## config.mk

```make
export PLATFORM = sky130hd
export DESIGN_NAME = reservation_station_flat
export DESIGN_NICKNAME = d
export VERILOG_FILES = /design/src/rtl/reservation_station_if.sv /design/src/rtl/reservation_station.sv /design/src/flat_wrapper.sv
export SDC_FILE = /design/constraint.sdc
export NUM_CORES = 1
export LEC_CHECK = 0
export ABC_CLOCK_PERIOD_IN_PS = 3230
export BUFFER_PORTS_ARGS = -buffer_cell sky130_fd_sc_hd__buf_2
export CAP_MARGIN = 10
export CORE_MARGIN = 1.5
export CORE_UTILIZATION = 45
export DETAILED_ROUTE_END_ITERATION = 16
export GPL_TIMING_DRIVEN = 0
export PLACE_DENSITY = 0.66
export SLEW_MARGIN = 20
export SYNTH_ARGS = -nofsm -noshare
export SYNTH_HDL_FRONTEND = slang
export SYNTH_SLANG_ARGS = --single-unit
```

## constraint.sdc

```tcl
create_clock -name clk_i -period 3.23 [get_ports clk_i]
set_clock_uncertainty 0.05 [all_clocks]
set_input_delay 0.646 -clock clk_i [delete_from_list [all_inputs] [get_ports clk_i]]
set_output_delay 0.646 -clock clk_i [all_outputs]
set_load 0.005 [all_outputs]
```

## src/rtl/reservation_station_if.sv

```systemverilog
// Dispatch, common-data-bus and functional-unit signals of a reservation-station bank.
// The slave modport is the station; the master modport is the environment around it.
interface reservation_station_if #(
    parameter int ENTRIES = 2,
    parameter int XLEN    = 32,
    parameter int TAG_W   = 4,
    parameter int OP_W    = 7
);
    localparam int SEL_W = $clog2(ENTRIES);

    // dispatch request and feedback
    logic               disp_valid;
    logic [SEL_W-1:0]   disp_sel;
    logic [OP_W-1:0]    disp_op;
    logic [TAG_W-1:0]   disp_dest;
    logic [TAG_W-1:0]   disp_qj;
    logic [TAG_W-1:0]   disp_qk;
    logic [XLEN-1:0]    disp_vj;
    logic [XLEN-1:0]    disp_vk;
    logic [ENTRIES-1:0] busy;
    logic               disp_err;

    // result broadcast
    logic               cdb_valid;
    logic [TAG_W-1:0]   cdb_tag;
    logic [XLEN-1:0]    cdb_data;

    // functional-unit issue port
    logic               fu_valid;
    logic               fu_ready;
    logic [OP_W-1:0]    fu_op;
    logic [XLEN-1:0]    fu_a;
    logic [XLEN-1:0]    fu_b;
    logic [TAG_W-1:0]   fu_tag;

    modport slave (
        input  disp_valid, disp_sel, disp_op, disp_dest, disp_qj, disp_qk, disp_vj, disp_vk,
        output busy, disp_err,
        input  cdb_valid, cdb_tag, cdb_data,
        output fu_valid, fu_op, fu_a, fu_b, fu_tag,
        input  fu_ready
    );

    modport master (
        output disp_valid, disp_sel, disp_op, disp_dest, disp_qj, disp_qk, disp_vj, disp_vk,
        input  busy, disp_err,
        output cdb_valid, cdb_tag, cdb_data,
        input  fu_valid, fu_op, fu_a, fu_b, fu_tag,
        output fu_ready
    );
endinterface

```

## src/rtl/reservation_station.sv

```systemverilog
// Reservation-station bank: per-entry operand capture from the CDB, round-robin
// selection of ready entries and a registered valid/ready issue stage.
module reservation_station #(
    parameter int ENTRIES = 2,
    parameter int XLEN    = 32,
    parameter int TAG_W   = 4,
    parameter int OP_W    = 7
) (
    input  logic                 clk_i,
    input  logic                 rst_n_i,
    input  logic                 flush_i,
    reservation_station_if.slave rs_if
);
    localparam int SEL_W = $clog2(ENTRIES);

    // per-entry views gathered for selection and the issue mux
    logic [ENTRIES-1:0] occ_w;
    logic [ENTRIES-1:0] ready_w;
    logic [ENTRIES-1:0] grant_w;
    logic [OP_W-1:0]    op_w   [ENTRIES];
    logic [TAG_W-1:0]   dest_w [ENTRIES];
    logic [XLEN-1:0]    vj_w   [ENTRIES];
    logic [XLEN-1:0]    vk_w   [ENTRIES];

    logic [SEL_W-1:0]   rr_q, rr_d;
    logic [SEL_W-1:0]   gidx_w;
    logic               found_w;
    logic               stage_open_w;
    logic               grant_any_w;
    logic               cdb_live_w;

    logic               fu_valid_q, fu_valid_d;
    logic [OP_W-1:0]    fu_op_q, fu_op_d;
    logic [XLEN-1:0]    fu_a_q, fu_a_d;
    logic [XLEN-1:0]    fu_b_q, fu_b_d;
    logic [TAG_W-1:0]   fu_tag_q, fu_tag_d;
    logic               disp_err_q, disp_err_d;

    // tag 0 is the "no producer" marker, so a broadcast of tag 0 is inert
    assign cdb_live_w   = rs_if.cdb_valid && (rs_if.cdb_tag != '0);
    assign stage_open_w = !fu_valid_q || rs_if.fu_ready;

    // Round-robin search from rr over registered ready bits only, so an entry
    // woken at an edge is never issued at that same edge.
    always_comb begin
        found_w = 1'b0;
        gidx_w  = rr_q;
        for (int k = 0; k < ENTRIES; k++) begin
            if (!found_w && ready_w[rr_q + SEL_W'(k)]) begin
                found_w = 1'b1;
                gidx_w  = rr_q + SEL_W'(k);
            end
        end
    end

    assign grant_any_w = stage_open_w && found_w && !flush_i;

    // One-hot grant so the selected entry can free itself
    always_comb begin
        grant_w = '0;
        if (grant_any_w) begin
            grant_w[gidx_w] = 1'b1;
        end
    end

    for (genvar gi = 0; gi < ENTRIES; gi++) begin : g_entry
        logic             occ_q, occ_d;
        logic [OP_W-1:0]  op_q, op_d;
        logic [TAG_W-1:0] dest_q, dest_d;
        logic [TAG_W-1:0] qj_q, qj_d;
        logic [TAG_W-1:0] qk_q, qk_d;
        logic [XLEN-1:0]  vj_q, vj_d;
        logic [XLEN-1:0]  vk_q, vk_d;
        logic             disp_hit;
        logic             byp_j, byp_k;
        logic             cap_j, cap_k;

        // Entry next state: flush beats dispatch, dispatch only lands in a free
        // entry (so it never meets a grant or capture), otherwise grant/capture.
        always_comb begin
            disp_hit = rs_if.disp_valid && (rs_if.disp_sel == SEL_W'(gi)) && !occ_q;
            byp_j    = cdb_live_w && (rs_if.disp_qj == rs_if.cdb_tag);
            byp_k    = cdb_live_w && (rs_if.disp_qk == rs_if.cdb_tag);
            cap_j    = cdb_live_w && occ_q && (qj_q == rs_if.cdb_tag);
            cap_k    = cdb_live_w && occ_q && (qk_q == rs_if.cdb_tag);
            occ_d    = occ_q;
            op_d     = op_q;
            dest_d   = dest_q;
            qj_d     = qj_q;
            qk_d     = qk_q;
            vj_d     = vj_q;
            vk_d     = vk_q;
            if (flush_i) begin
                occ_d = 1'b0;
            end else if (disp_hit) begin
                occ_d  = 1'b1;
                op_d   = rs_if.disp_op;
                dest_d = rs_if.disp_dest;
                qj_d   = byp_j ? '0 : rs_if.disp_qj;
                vj_d   = byp_j ? rs_if.cdb_data : rs_if.disp_vj;
                qk_d   = byp_k ? '0 : rs_if.disp_qk;
                vk_d   = byp_k ? rs_if.cdb_data : rs_if.disp_vk;
            end else begin
                if (grant_w[gi]) begin
                    occ_d = 1'b0;
                end
                if (cap_j) begin
                    qj_d = '0;
                    vj_d = rs_if.cdb_data;
                end
                if (cap_k) begin
                    qk_d = '0;
                    vk_d = rs_if.cdb_data;
                end
            end
        end

        // Entry state registers
        always_ff @(posedge clk_i or negedge rst_n_i) begin
            if (!rst_n_i) begin
                occ_q  <= 1'b0;
                op_q   <= '0;
                dest_q <= '0;
                qj_q   <= '0;
                qk_q   <= '0;
                vj_q   <= '0;
                vk_q   <= '0;
            end else begin
                occ_q  <= occ_d;
                op_q   <= op_d;
                dest_q <= dest_d;
                qj_q   <= qj_d;
                qk_q   <= qk_d;
                vj_q   <= vj_d;
                vk_q   <= vk_d;
            end
        end

        assign occ_w[gi]   = occ_q;
        assign ready_w[gi] = occ_q && (qj_q == '0) && (qk_q == '0);
        assign op_w[gi]    = op_q;
        assign dest_w[gi]  = dest_q;
        assign vj_w[gi]    = vj_q;
        assign vk_w[gi]    = vk_q;
    end

    // Issue stage, pointer and sticky error next state
    always_comb begin
        fu_valid_d = fu_valid_q;
        fu_op_d    = fu_op_q;
        fu_a_d     = fu_a_q;
        fu_b_d     = fu_b_q;
        fu_tag_d   = fu_tag_q;
        rr_d       = rr_q;
        disp_err_d = disp_err_q | (rs_if.disp_valid && occ_w[rs_if.disp_sel]);
        if (flush_i) begin
            fu_valid_d = 1'b0;
            rr_d       = '0;
        end else if (grant_any_w) begin
            fu_valid_d = 1'b1;
            fu_op_d    = op_w[gidx_w];
            fu_a_d     = vj_w[gidx_w];
            fu_b_d     = vk_w[gidx_w];
            fu_tag_d   = dest_w[gidx_w];
            rr_d       = gidx_w + 1'b1;
        end else if (fu_valid_q && rs_if.fu_ready) begin
            fu_valid_d = 1'b0;
        end
    end

    // Issue stage, pointer and error registers
    always_ff @(posedge clk_i or negedge rst_n_i) begin
        if (!rst_n_i) begin
            fu_valid_q <= 1'b0;
            fu_op_q    <= '0;
            fu_a_q     <= '0;
            fu_b_q     <= '0;
            fu_tag_q   <= '0;
            rr_q       <= '0;
            disp_err_q <= 1'b0;
        end else begin
            fu_valid_q <= fu_valid_d;
            fu_op_q    <= fu_op_d;
            fu_a_q     <= fu_a_d;
            fu_b_q     <= fu_b_d;
            fu_tag_q   <= fu_tag_d;
            rr_q       <= rr_d;
            disp_err_q <= disp_err_d;
        end
    end

    assign rs_if.busy     = occ_w;
    assign rs_if.disp_err = disp_err_q;
    assign rs_if.fu_valid = fu_valid_q;
    assign rs_if.fu_op    = fu_op_q;
    assign rs_if.fu_a     = fu_a_q;
    assign rs_if.fu_b     = fu_b_q;
    assign rs_if.fu_tag   = fu_tag_q;
endmodule

```

## src/flat_wrapper.sv

```systemverilog
// flat-port wrapper written by rule: the top's interface ports become plain ports
module reservation_station_flat 
#(
    parameter int ENTRIES = 2,
    parameter int XLEN    = 32,
    parameter int TAG_W   = 4,
    parameter int OP_W    = 7
)
  (clk_i, rst_n_i, flush_i, rs_if_disp_valid, rs_if_disp_sel, rs_if_disp_op, rs_if_disp_dest, rs_if_disp_qj, rs_if_disp_qk, rs_if_disp_vj, rs_if_disp_vk, rs_if_busy, rs_if_disp_err, rs_if_cdb_valid, rs_if_cdb_tag, rs_if_cdb_data, rs_if_fu_valid, rs_if_fu_op, rs_if_fu_a, rs_if_fu_b, rs_if_fu_tag, rs_if_fu_ready);
  reservation_station_if #(.ENTRIES(ENTRIES), .XLEN(XLEN), .TAG_W(TAG_W), .OP_W(OP_W)) rs_if_i ();
  input  logic clk_i;
  input  logic rst_n_i;
  input  logic flush_i;
  input wire logic [$bits(rs_if_i.disp_valid)-1:0] rs_if_disp_valid;
  input wire logic [$bits(rs_if_i.disp_sel)-1:0] rs_if_disp_sel;
  input wire logic [$bits(rs_if_i.disp_op)-1:0] rs_if_disp_op;
  input wire logic [$bits(rs_if_i.disp_dest)-1:0] rs_if_disp_dest;
  input wire logic [$bits(rs_if_i.disp_qj)-1:0] rs_if_disp_qj;
  input wire logic [$bits(rs_if_i.disp_qk)-1:0] rs_if_disp_qk;
  input wire logic [$bits(rs_if_i.disp_vj)-1:0] rs_if_disp_vj;
  input wire logic [$bits(rs_if_i.disp_vk)-1:0] rs_if_disp_vk;
  output wire logic [$bits(rs_if_i.busy)-1:0] rs_if_busy;
  output wire logic [$bits(rs_if_i.disp_err)-1:0] rs_if_disp_err;
  input wire logic [$bits(rs_if_i.cdb_valid)-1:0] rs_if_cdb_valid;
  input wire logic [$bits(rs_if_i.cdb_tag)-1:0] rs_if_cdb_tag;
  input wire logic [$bits(rs_if_i.cdb_data)-1:0] rs_if_cdb_data;
  output wire logic [$bits(rs_if_i.fu_valid)-1:0] rs_if_fu_valid;
  output wire logic [$bits(rs_if_i.fu_op)-1:0] rs_if_fu_op;
  output wire logic [$bits(rs_if_i.fu_a)-1:0] rs_if_fu_a;
  output wire logic [$bits(rs_if_i.fu_b)-1:0] rs_if_fu_b;
  output wire logic [$bits(rs_if_i.fu_tag)-1:0] rs_if_fu_tag;
  input wire logic [$bits(rs_if_i.fu_ready)-1:0] rs_if_fu_ready;
  assign rs_if_i.disp_valid = rs_if_disp_valid;
  assign rs_if_i.disp_sel = rs_if_disp_sel;
  assign rs_if_i.disp_op = rs_if_disp_op;
  assign rs_if_i.disp_dest = rs_if_disp_dest;
  assign rs_if_i.disp_qj = rs_if_disp_qj;
  assign rs_if_i.disp_qk = rs_if_disp_qk;
  assign rs_if_i.disp_vj = rs_if_disp_vj;
  assign rs_if_i.disp_vk = rs_if_disp_vk;
  assign rs_if_busy = rs_if_i.busy;
  assign rs_if_disp_err = rs_if_i.disp_err;
  assign rs_if_i.cdb_valid = rs_if_cdb_valid;
  assign rs_if_i.cdb_tag = rs_if_cdb_tag;
  assign rs_if_i.cdb_data = rs_if_cdb_data;
  assign rs_if_fu_valid = rs_if_i.fu_valid;
  assign rs_if_fu_op = rs_if_i.fu_op;
  assign rs_if_fu_a = rs_if_i.fu_a;
  assign rs_if_fu_b = rs_if_i.fu_b;
  assign rs_if_fu_tag = rs_if_i.fu_tag;
  assign rs_if_i.fu_ready = rs_if_fu_ready;
  reservation_station #(.ENTRIES(ENTRIES), .XLEN(XLEN), .TAG_W(TAG_W), .OP_W(OP_W)) u_core (.clk_i(clk_i), .rst_n_i(rst_n_i), .flush_i(flush_i), .rs_if(rs_if_i));
endmodule
```

# Yosys cells after proc, flatten, opt, wreduce, memory -nomap -nowiden
# Index checks and enable logic that the tools add are counted.
# totals
mem_count,0
latch_bits,0
out_inout_bits,79
reg_bits,246
mem_bits_rw,0
romBits,0
# op_classes
n_div,0
add_sub_neg,2
shift,0
n_mux,55
n_lt_le_gt_ge,6
mul,0
reduce_logical,49
bitwise_logic,4
eq_ne,6
# ops
cell,n
$mux 32,16
$mux 4,13
$eq 4x4->1,6
$logic_and 1x1->1,23
$mux 1,21
$mux 7,3
$logic_not 4->1,4
$reduce_and 2->1,7
$reduce_bool 2->1,5
$reduce_bool 3->1,3
$lt 1x2->1 const B,4
$logic_not 1->1,5
$reduce_bool 4->1,1
$add 1x1->1 const B,2
$ge 2x2->1 const B,1
$mux 2,1
$not 1->1,2
$not 1->2,1
$demux 1 s1,1
$ge 1x1->1 const B,1
$logic_or 1x1->1,1
$or 1x1->1,1

# Depth between registers and ports, before layout
# Gate-level depths: netlist of the first run.
# logic_depth
ltp_word,17
ltp_mapped,7
ltp_nobuf,5

# Least setup slack after synthesis of the first run
# No wires, ideal clock.
# synth_path
path_type,input to register
startpoint,input port rs_if_cdb_tag[2]
endpoint,register u_core.g_entry[0].vj_q[18]
required_time_ns,3.052
path_buffers,2
setup_slack_ns,0.826
setup_ns,0.128
arrival_ns,2.226
stages,7
path_cell_list,buf_2 > xnor2_1 > nand4_1 > o21ai_2 > buf_2 > mux2_1 > mux2_1
# synth_via
elab_chain_len,6
word_cells_on_any_way,11
cone_classes,eq/ne: 2; mux: 2; reduce/logical: 7
# synth_lines
item,line,rtl
"start, declared",flat_wrapper.sv:25,input wire logic [$bits(rs_if_i.cdb_tag)-1:0] rs_if_cdb_tag;
$reduce_bool 4->1,reservation_station.sv:40,assign cdb_live_w = rs_if.cdb_valid && (rs_if.cdb_tag != '0);
$logic_and 1x1->1,reservation_station.sv:40,
$logic_and 1x1->1 (2 in series),reservation_station.sv:84,cap_j = cdb_live_w && occ_q && (qj_q == rs_if.cdb_tag);
$reduce_bool 2->1 (no line),--,
$reduce_and 2->1 (no line),--,
"end signal, assigned",reservation_station.sv:134,vj_q <= vj_d;
"end, declared",reservation_station.sv:72,"logic [XLEN-1:0] vj_q, vj_d;"
# Several ways; a longest one is shown, not always the timed one.
# A chain may end at the register's enable or synchronous reset.

# Worst setup path in the final report of the first run
# layout_path
startpoint,register u_core.g_entry[1].qj_q[3]
endpoint,"register u_core.fu_a_q[20], in the netlist u_core.rs_if.fu_a[20]"
# layout_via
elab_chain_len,13
word_cells_on_any_way,19
cone_classes,mux: 10; bitwise: 1; reduce/logical: 8
# layout_lines
item,line,rtl
"start, declared",reservation_station.sv:70,"logic [TAG_W-1:0] qj_q, qj_d;"
"start signal, assigned",reservation_station.sv:132,qj_q <= qj_d;
$logic_not 4->1 *,reservation_station.sv:140,assign ready_w[gi] = occ_q && (qj_q == '0) && (qk_q == '0);
$logic_and 1x1->1 * (2 in series),reservation_station.sv:140,
$mux 1 (not written as such) (2 in series),reservation_station.sv:49,if (!found_w && ready_w[rr_q + SEL_W'(k)]) begin
$mux 1,reservation_station.sv:49,
$logic_not 1->1,reservation_station.sv:49,
$logic_and 1x1->1,reservation_station.sv:49,
$mux 1,reservation_station.sv:49,
$not 1->2 (not written as such),reservation_station.sv:162,fu_a_d = vj_w[gidx_w];
$mux 32 (not written as such) (3 in series),reservation_station.sv:162,
"end signal, assigned",reservation_station.sv:184,fu_a_q <= fu_a_d;
"end, declared",reservation_station.sv:34,"logic [XLEN-1:0] fu_a_q, fu_a_d;"
# Every way passes the cells marked *; elsewhere a longest branch is shown, timed or not. The select of a mux whose other input is x is not followed.

==> key figures, run 1 <==
Place
  • Dpl cells: 1,456
  • GP Congestion: 0.808
  • Pre-CTS setup slack: roughly 0.2 ns
  • Hpwl dp: a little over 20 mm
  • Port bufs: 200

Yosys
  • Yosys top cell area share: between 50% and 60%
  • Synthesized Nets: ~1,000
  • Synthesized cell area: 0.0115 mm2
  • Post-synth cell types: 36
  • Number of synthesized flops with an enable pin: 0
  • Synth area leaders: dfrtp_1 (53%), mux2_1 (14%), mux2_2 (13%), nor2_1 (5.2%), o22ai_1 (4.1%)
  • Prevailing post-synth register cell: dfrtp_1
  • Most frequent cell after synthesis: dfrtp_1
  • Seq cells post-synth: 246
  • Post-synth top cells: dfrtp_1 (246), nor2_1 (159), mux2_1 (142)
  • Synthesized area per cell: 12.5 um2
  • Sequential fraction of the synthesis area: 53.3%
  • Asr flop ratio synth: 100%
  • Synth area leader: dfrtp_1
  • Synth Instances: 923
  • Ys Warns: 0

STA
  • Max Freq: 0.353 GHz
  • Slew headroom: 45.6%
  • Hold Vio Cnt, Final: 0
  • RSZ-0062 raised after global routing: no
  • Count of final setup violators: 0
  • Fin. max-slew vios: 0
  • Worst Hold Slack: 0.304 ns
  • Least-Margin Pin Slew: 0.804 ns
  • Final Cycle Share: between 80% and 90%
  • Tmin final: 2.83 ns
  • Final Worst Setup Slack: 0.399 ns

Clocking
  • CTS tree: yes
  • CTS Buf Count: 27
  • Worst-path clk slew: about 0.06 ns
  • Post-CTS setup buffers: 0
  • Max Buffers Root-to-Sink: 3
  • H-Tree Depth: 1
  • Clock root buffer master: clkbuf_16
  • Clock Sinks: 246
  • Skew-Pair Late Insertion Delay: 0.53 ns

Detailed routing
  • Initial DRT Pass Iterations: 5
  • Iter 0 DRT Violations: about 520
  • WL per Instance: 19.5 um
  • Routed Wire Length: 29.4 mm
  • Drt drc: 0
  • ANT nets after route: 0
  • Detailed-route via count: 8,055
  • Via-to-Cell Ratio: 5.35

Worst setup path
  • Crit start category: flip-flop
  • Critical path peak fanout: 10
  • Worst Setup End Kind: flip-flop
  • Crit Path Class: flip-flop to flip-flop
  • Critical Path RT: 3.63 ns
  • Arrival time at the worst endpoint: 3.23 ns

Die
  • IO Pins: 205
  • Die Height: 163 um
  • Starting Density: 45.8%
  • Num rows: 58
  • Die Span X: 163 um
  • Die Area: between 0.02 and 0.03 mm2
  • Area of the core: 0.0252 mm2

Pwr
  • IR Drop Worst-Case VDD: ~0.00049 V
  • Reg power frac: 46.2%
  • Gate power share: 20.4%
  • Clock power share: between 30% and 40%
  • Power per standard cell area: 706 mW/mm2
  • Pint: 0.00717 W
  • Sw Share: approximately 28%
  • Psw: 0.00272 W
  • Leakage: 6.41 nW

Final layout
  • Layout Utilization: 55.7%
  • Area growth syn-to-layout: 21.5%
  • Finished Layout Cells: 1,507
  • Fillers: 2,186
  • Share of post-route cells with drive strength above 1: 37.0%
  • Nets: 1,282

Global routing
  • Total track usage: 22.2%
  • Initial antenna violation count: 3
  • Largest net degree at the start of global routing: 72
  • Final global-route overflow total: 0
  • First-pass GRT wire length: 45.5 mm
  • Number of global-route vias before repair: 8,049

Flow run
  • Max_cap viols: 0

Worst hold path
  • Tightest Hold Check Type: input pin to flip-flop

Outcome
  • Outcome: complete, no violations
[worst max-delay path, cell delays in order, from the launching register on]
cell and delay, ns:
dfrtp_1 0.42, nor4_1 0.44, nand4_1 0.21, a21oi_1 0.39
buf_2 0.33, buf_1 0.56, o22ai_1 0.20, nor2_1 0.14
[logic make-up (layout without fill, tap and decap cells)]
kind of cell / count (synthesis) / count (layout) / synth area share [%]
buf+inv: 73 / 325 / 3.51
mux: 279 / 279 / 27.2
xor+xnor: 24 / 24 / 1.82
simple gates: 192 / 192 / 6.97
flops: 246 / 246 / 53.3
other cells: 0 / 2 / 0
compound gates: 109 / 109 / 7.13
[flip-flops by register name (all words and copies together) (netlist names)]
register               cells
u_core.rs_if.fu_tag        4
u_core.g_entry.qk_q        8
u_core.rs_if.disp_err      1
u_core.g_entry.vk_q       64
u_core.rr_q                1
u_core.rs_if.fu_a         32
u_core.rs_if.fu_valid      1
u_core.g_entry.vj_q       64
u_core.g_entry.dest_q      8
u_core.rs_if.fu_op         7
u_core.g_entry.op_q       14
u_core.rs_if.fu_b         32
u_core.g_entry.occ_q       2
u_core.g_entry.qj_q        8
[cell type report]
cell class                 count  area, um2  area share, %
tap                          330        413           2.95
buffer                        57        345           2.46
inverter                      16       60.1          0.428
sequential                   246       6160           43.9
clock inverter                12        196           1.40
timing repair buffer         204       1100           7.87
antenna                        2       5.00         0.0357
clock buffer                  36        759           5.42
multi-input combinational    604       4980           35.5
[stage by stage]
stage	total power [W]	TNS (ns)	area (um2)
2_1_floorplan	0.00566	0	11500
3_3_place_gp	0.00655	-736.75	13000
3_5_place_dp	0.00666	0	13000
4_1_cts	0.00999	0	14000
5_1_grt	0.0104	0	14000
6_report	0.00990	0	14000
[cells in the final DEF, fill, tap and decap left out, types with 7 or more instances in the layout]
master and count:
inv_1 16, xnor2_1 8, buf_6 7, clkbuf_16 27, nor2_1 159, mux2_1 142
o22ai_1 75, dfrtp_1 246, buf_2 217, mux2_2 137, clkbuf_1 15, buf_4 15
xor2_1 16, o2bb2ai_1 16
[layer usage]
metal,share of wire [%],vias up,GRT usage [%],wire [um]
met2,47,224,35.8,13900
met5,0.041,-,0,12
li1,-,3772,-,-
met3,6.2,45,4.16,1840
met4,1.4,2,4.92,418
met1,45,4012,31.1,13300
[path summary, 6_finish.rpt]
kind                            slack (ns)                       from                         end  cells past startpoint
worst max-delay path                  0.40  u_core.g_entry[1].qj_q[3]       u_core.rs_if.fu_a[20]                      7
worst min-delay path                  0.30           rs_if_disp_op[1]   u_core.g_entry[0].op_q[1]                      2
worst max register to register        0.40  u_core.g_entry[1].qj_q[3]       u_core.rs_if.fu_a[20]                      7
worst min register to register        0.41      u_core.rs_if.disp_err       u_core.rs_if.disp_err                      1
max in group asynchronous             1.55                    rst_n_i  u_core.g_entry[0].vj_q[12]                      4
min in group asynchronous             0.54                    rst_n_i  u_core.g_entry[1].vk_q[28]                      2
[power by group through the flow]
| stage | Clock, W | Sequential (W) | Combinational, W |
|---|---|---|---|
| after detailed placement | 0 | 0.00462 | 0.00204 |
| after global placement | 0 | 0.00459 | 0.00197 |
| final | 0.00331 | 0.00457 | 0.00201 |
| after floorplan | 0 | 0.00455 | 0.00111 |
| after CTS | 0.00336 | 0.00457 | 0.00205 |
| after global routing | 0.00349 | 0.00469 | 0.00226 |
[repair_timing]
item | 4_1_cts | 5_1_grt
hold buffers | 1 | 0
resized for setup | 0 | 0
hold endpoints to repair | 36 | 0
endpoints found under the setup margin | 0 | 0
Power figures use the tool's default switching activity.
==> run 2: changes to the inputs <==
--- a/config.mk
+++ b/config.mk
@@ -12,7 +12,8 @@
 export CORE_UTILIZATION = 45
 export DETAILED_ROUTE_END_ITERATION = 16
 export GPL_TIMING_DRIVEN = 0
-export PLACE_DENSITY = 0.66
+export MAX_ROUTING_LAYER = met4
+export PLACE_DENSITY_LB_ADDON = 0.12
 export SLEW_MARGIN = 20
 export SYNTH_ARGS = -nofsm -noshare
 export SYNTH_HDL_FRONTEND = slang
==> key figures, run 2 (same netlist as run 1, synthesis figures left out) <==
Final layout
  • Area growth syn-to-layout: 20.7%
  • Fillers: 2,181 (-0.23%)
  • Nets: 1,280 (-0.16%)
  • Most common cell after layout, fill and taps aside: dfrtp_1
  • Biggest regs: u_core.g_entry.vj_q x64, u_core.g_entry.vk_q x64
  • Most frequent cells in the layout: dfrtp_1 (246), buf_2 (217), nor2_1 (159)
  • Share of post-route cells with drive strength above 1: 37.0% (unchanged)
  • Layout Utilization: 55.3% (-0.34 points)

Pwr
  • Leakage: 6.37 nW (-0.63%)
  • IR Drop Worst-Case VDD: 0.000410 V (-17%)
  • Power per standard cell area: 695 mW/mm2 (-1.6%)

Clocking
  • H-Tree Depth: 1 (unchanged)
  • Clock Sinks: 246 (unchanged)
  • CTS Hold Bufs: 0 (-1)
  • CTS Buf Count: 27 (unchanged)
  • Clock root buffer master: clkbuf_16
  • Cts repair resizes: 0 (unchanged)
  • CTS tree: yes
  • Worst-path clk slew: 0.06 ns (about the same)
  • Skew-Pair Late Insertion Delay: 0.54 ns (about the same)
  • Post-CTS setup buffers: 0 (unchanged)
  • Max Buffers Root-to-Sink: 3 (unchanged)

Worst setup path
  • Critical Path RT: 3.63 ns (about the same)
  • Crit Path Class: flip-flop to flip-flop
  • Worst Setup End Kind: flip-flop
  • Critical path peak fanout: 10 (unchanged)
  • Arrival time at the worst endpoint: 3.28 ns (+0.05 ns)
  • Crit start category: flip-flop

Place
  • Port bufs: 200 (unchanged)
  • Hpwl dp: 20.6 mm (-0.55%)
  • Pre-CTS setup slack: 0.283 ns (+0.0812 ns)
  • GP Congestion: 0.801 (-0.88%)

STA
  • RSZ-0062 raised after global routing: no
  • Fin. max-slew vios: 0 (unchanged)
  • Final Cycle Share: 89.0% (+1.4 points)
  • Tmin final: 2.88 ns (+0.0442 ns)
  • Worst Hold Slack: 0.00711 ns (-0.297 ns)
  • Final Worst Setup Slack: 0.354 ns (-0.0442 ns)
  • Least-Margin Pin Slew: 0.790 ns (-0.0144 ns)
  • Slew headroom: 46.6% (+0.97 points)
  • Count of final setup violators: 0 (unchanged)
  • Hold Vio Cnt, Final: 0 (unchanged)
  • Max Freq: 0.348 GHz (-1.5%)

Die
  • Area of the core: 0.0252 mm2 (unchanged)
  • Die Span X: 163 um (unchanged)
  • Die Area: 0.0266 mm2 (unchanged)
  • IO Pins: 205 (unchanged)
  • Die Height: 163 um (unchanged)
  • Starting Density: 45.8% (unchanged)
  • Num rows: 58 (unchanged)

Global routing
  • Largest net degree at the start of global routing: 97 (+35%)
  • Initial antenna violation count: 2 (-1)
  • First-pass GRT wire length: 46.5 mm (+2.2%)
  • Number of global-route vias before repair: 8,190 (+1.8%)
  • Final global-route overflow total: 0 (unchanged)
  • Total track usage: 23.5% (+1.3 points)

Detailed routing
  • Iter 0 DRT Violations: 442 (-14%)
  • WL per Instance: 19.8 um (+1.3%)
  • ANT nets after route: 0 (unchanged)
  • Via-to-Cell Ratio: 5.28 (-1.2%)
  • Drt drc: 0 (unchanged)
  • Detailed-route via count: 7,966 (-1.1%)
  • Routed Wire Length: 29.9 mm (+1.4%)
  • Initial DRT Pass Iterations: 4 (-1)

Outcome
  • Outcome: complete, no violations

Flow run
  • Max_cap viols: 0 (unchanged)

Worst hold path
  • Tightest Hold Check Type: input pin to asynchronous set/reset pin
==> run 2: metal layers <==
metal  wire length, um  up-vias  global-route usage (%)
li1                  -     3767                       -
met1             14300     3984                    32.4
met2             13600      177                    36.6
met3              1450       38                    3.63
met4               562        0                    5.34
met5                 0        -                       -
==> run 2: layout make-up <==
class                   count  area [um2]  area share [%]
inverters                  16        60.1           0.431
multi-input cells         604        4980            35.7
flip-flops and latches    246        6160            44.2
clock inverters            11         111           0.799
repair buffers            202        1070            7.65
diodes                      4        10.0          0.0718
plain buffers              57         345            2.48
clock buffers              39         791            5.68
well taps                 330         413            2.96
==> run 2: worst max-delay path, cell delays in order, from the launching register on <==
cell     delay (ns)
dfrtp_1        0.42
nor4_1         0.46
nand4_1        0.21
a21oi_1        0.41
buf_2          0.33
buf_1          0.59
o22ai_1        0.20
nor2_1         0.13
==> run 2: per-stage QoR <==
stage	instances	setup TNS [ns]	area [um2]	total power [W]
after floorplan	923	0	11500	0.00566
after global placement	1453	-762.89	13000	0.00657
after detailed placement	1455	0	13000	0.00665
after CTS	1505	0	13900	0.00980
after global routing	1507	0	13900	0.0102
final	1509	0	13900	0.00968
==> run 2: worst paths after layout <==
check	startpoint	endpoint	slack (ns)	cells after the start
max	u_core.g_entry[1].qj_q[2]	u_core.rs_if.fu_a[18]	0.35	7
min	rst_n_i	u_core.g_entry[1].vk_q[29]	0.007	1
max reg2reg	u_core.g_entry[1].qj_q[2]	u_core.rs_if.fu_a[18]	0.35	7
min reg2reg	u_core.rs_if.disp_err	u_core.rs_if.disp_err	0.41	1
max in group asynchronous	rst_n_i	u_core.g_entry[0].vk_q[17]	2.25	2
min in group clk_i	rs_if_disp_op[5]	u_core.g_entry[0].op_q[5]	0.29	2
==> run 2: power by group <==
group | leakage [nW] | switching, W | total [W] | internal [W]
clock network | 0.449 | 0.00125 | 0.00311 | 0.00186
registers | 2.97 | 0.000529 | 0.00457 | 0.00404
logic | 2.94 | 0.000923 | 0.00200 | 0.00108
total | 6.37 | 0.00271 | 0.00968 | 0.00697
==> run 3: changes to the inputs <==
--- a/config.mk
+++ b/config.mk
@@ -14,6 +14,7 @@
 export GPL_TIMING_DRIVEN = 0
 export MAX_ROUTING_LAYER = met4
 export PLACE_DENSITY_LB_ADDON = 0.12
+export REMOVE_ABC_BUFFERS = 1
 export SLEW_MARGIN = 20
 export SYNTH_ARGS = -nofsm -noshare
 export SYNTH_HDL_FRONTEND = slang
==> key figures, run 3 (same netlist as run 1, synthesis figures left out) <==
Outcome
  • Outcome: complete, no violations

Clocking
  • CTS Hold Bufs: 0 (unchanged)
  • Skew-Pair Late Insertion Delay: 0.54 ns (about the same)
  • Worst-path clk slew: 0.06 ns (about the same)
  • CTS tree: yes
  • Cts repair resizes: 0 (unchanged)
  • CTS Buf Count: 28 (+3.7%)
  • Post-CTS setup buffers: 0 (unchanged)
  • Clock Sinks: 246 (unchanged)
  • Max Buffers Root-to-Sink: 3 (unchanged)
  • H-Tree Depth: 1 (unchanged)
  • Clock root buffer master: clkbuf_16

Worst setup path
  • Reg2reg path depth: 9 (+2)
  • Critical path peak fanout: 8 (-2)
  • Crit start category: flip-flop
  • FF-to-FF End: u_core.rs_if.fu_b[8]
  • Arrival time at the worst endpoint: 3.34 ns (+0.06 ns)
  • Crit path from: u_core.g_entry[0].qj_q[0]
  • Worst Setup End Kind: flip-flop
  • Worst reg2reg setup slack: 0.30 ns (-0.06 ns)
  • Crit Path Class: flip-flop to flip-flop
  • Worst setup path end: u_core.rs_if.fu_b[8]
  • Critical Path RT: 3.64 ns (about the same)
  • Worst r2r src: u_core.g_entry[0].qj_q[0]

Place
  • Pre-CTS setup slack: 0.290 ns (+0.00734 ns)
  • Dpl cells: 1,437 (-1.2%)
  • GP Congestion: 0.776 (-3.1%)
  • Port bufs: 204 (+2.0%)
  • Hpwl dp: 20.6 mm (-0.13%)

Worst hold path
  • Tightest Hold Check Type: input pin to asynchronous set/reset pin

STA
  • Count of final setup violators: 0 (unchanged)
  • RSZ-0062 raised after global routing: no
  • Max Freq: 0.341 GHz (-1.9%)
  • Final Cycle Share: 90.7% (+1.7 points)
  • Fin. max-slew vios: 0 (unchanged)
  • Final Worst Setup Slack: 0.299 ns (-0.0555 ns)
  • Least-Margin Pin Slew: 0.776 ns (-0.0141 ns)
  • Tmin final: 2.93 ns (+0.0555 ns)
  • Hold Vio Cnt, Final: 0 (unchanged)
  • Slew headroom: 48.1% (+1.5 points)

Detailed routing
  • WL per Instance: 19.8 um (about the same)
  • Initial DRT Pass Iterations: 6 (+2)
  • Drt drc: 0 (unchanged)
  • Via-to-Cell Ratio: 5.37 (+1.7%)
  • ANT nets after route: 0 (unchanged)
  • Detailed-route via count: 8,020 (+0.68%)
  • Routed Wire Length: 29.6 mm (-0.98%)
  • Iter 0 DRT Violations: 338 (-24%)

Die
  • Die Span X: 163 um (unchanged)
  • Die Area: 0.0266 mm2 (unchanged)
  • Area of the core: 0.0252 mm2 (unchanged)
  • Starting Density: 45.8% (unchanged)
  • IO Pins: 205 (unchanged)
  • Die Height: 163 um (unchanged)
  • Num rows: 58 (unchanged)

Global routing
  • Initial antenna violation count: 5 (+3)
  • Largest net degree at the start of global routing: 93 (-4.1%)
  • Total track usage: 23.3% (-0.24 points)
  • Final global-route overflow total: 0 (unchanged)
  • First-pass GRT wire length: 46.4 mm (-0.22%)
  • Number of global-route vias before repair: 8,209 (+0.23%)

Flow run
  • Max_cap viols: 0 (unchanged)

Final layout
  • Fillers: 2,180 (-0.046%)
  • Share of post-route cells with drive strength above 1: 38.2% (+1.2 points)
  • Biggest regs: u_core.g_entry.vj_q x64, u_core.g_entry.vk_q x64
  • Nets: 1,263 (-1.3%)
  • Layout Utilization: 57.2% (+1.9 points)
  • Most frequent cells in the layout: dfrtp_1 (246), buf_2 (205), nor2_1 (159)
  • Area growth syn-to-layout: 24.8%
  • Finished Layout Cells: 1,494 (-0.99%)
  • Most common cell after layout, fill and taps aside: dfrtp_1

Pwr
  • Power consumption: 0.0100 W (+3.4%)
  • IR Drop Worst-Case VDD: 0.000498 V (+21%)
  • Power per standard cell area: 695 mW/mm2 (about the same)
  • Leakage: 6.55 nW (+2.9%)
## run 3: worst min-delay path by stage
stage                          startpoint                          end  slack (ns)  depth (start not counted)
finish                            rst_n_i        u_core.rs_if.fu_a[13]        0.04                          1
global route                      rst_n_i        u_core.rs_if.fu_a[13]        0.06                          1
CTS                               rst_n_i        u_core.rs_if.fu_a[13]        0.05                          1
detailed placement  u_core.rs_if.disp_err        u_core.rs_if.disp_err        0.41                          1
global placement    u_core.rs_if.disp_err        u_core.rs_if.disp_err        0.39                          1
floorplan                         rst_n_i  u_core.g_entry[0].dest_q[0]        0.30                          0
## run 3: routing by layer
layer / vias to the layer above / GRT usage (%) / share of wire, %
met5: - / - / 0
met4: 0 / 4.84 / 1.6
met3: 34 / 4.67 / 5.7
met2: 195 / 37.3 / 48
met1: 4038 / 30.6 / 45
li1: 3753 / - / -
## run 3: cell type report
| class | count | area, um2 | share of cell area [%] |
|---|---|---|---|
| multi-input combinational | 604 | 5020 | 34.9 |
| clock inverter | 20 | 234 | 1.62 |
| tap | 330 | 413 | 2.87 |
| antenna | 5 | 12.5 | 0.0869 |
| inverter | 16 | 60.1 | 0.417 |
| clock buffer | 32 | 757 | 5.26 |
| sequential | 246 | 6160 | 42.7 |
| timing repair buffer | 241 | 1750 | 12.2 |
## run 3: report_power, final
| group | leakage, nW | internal, W | switching, W | total (W) |
|---|---|---|---|---|
| logic | 3.08 | 0.00112 | 0.000961 | 0.00208 |
| registers | 2.97 | 0.00404 | 0.000512 | 0.00455 |
| clock network | 0.495 | 0.00208 | 0.00130 | 0.00338 |
| total | 6.55 | 0.00724 | 0.00277 | 0.0100 |
## run 3: critical path, stage by stage, from the launching register on
cell and delay (ns):
dfrtp_1 0.40, nor4_1 0.29, nand4_1 0.38, o211ai_1 0.77, buf_6 0.24, buf_4 0.19
buf_4 0.16, buf_4 0.17, o22ai_1 0.09, nor2_1 0.10
## run 3: metrics by stage
step / area, um2 / hold slack (ns) / setup TNS [ns]
after floorplan: 11200 / 0.300 / -72.52
after global placement: 12600 / 0.387 / -1178.17
after detailed placement: 13400 / 0.415 / 0
after CTS: 14400 / 0.0533 / 0
after global routing: 14400 / 0.0647 / 0
final: 14400 / 0.0397 / 0
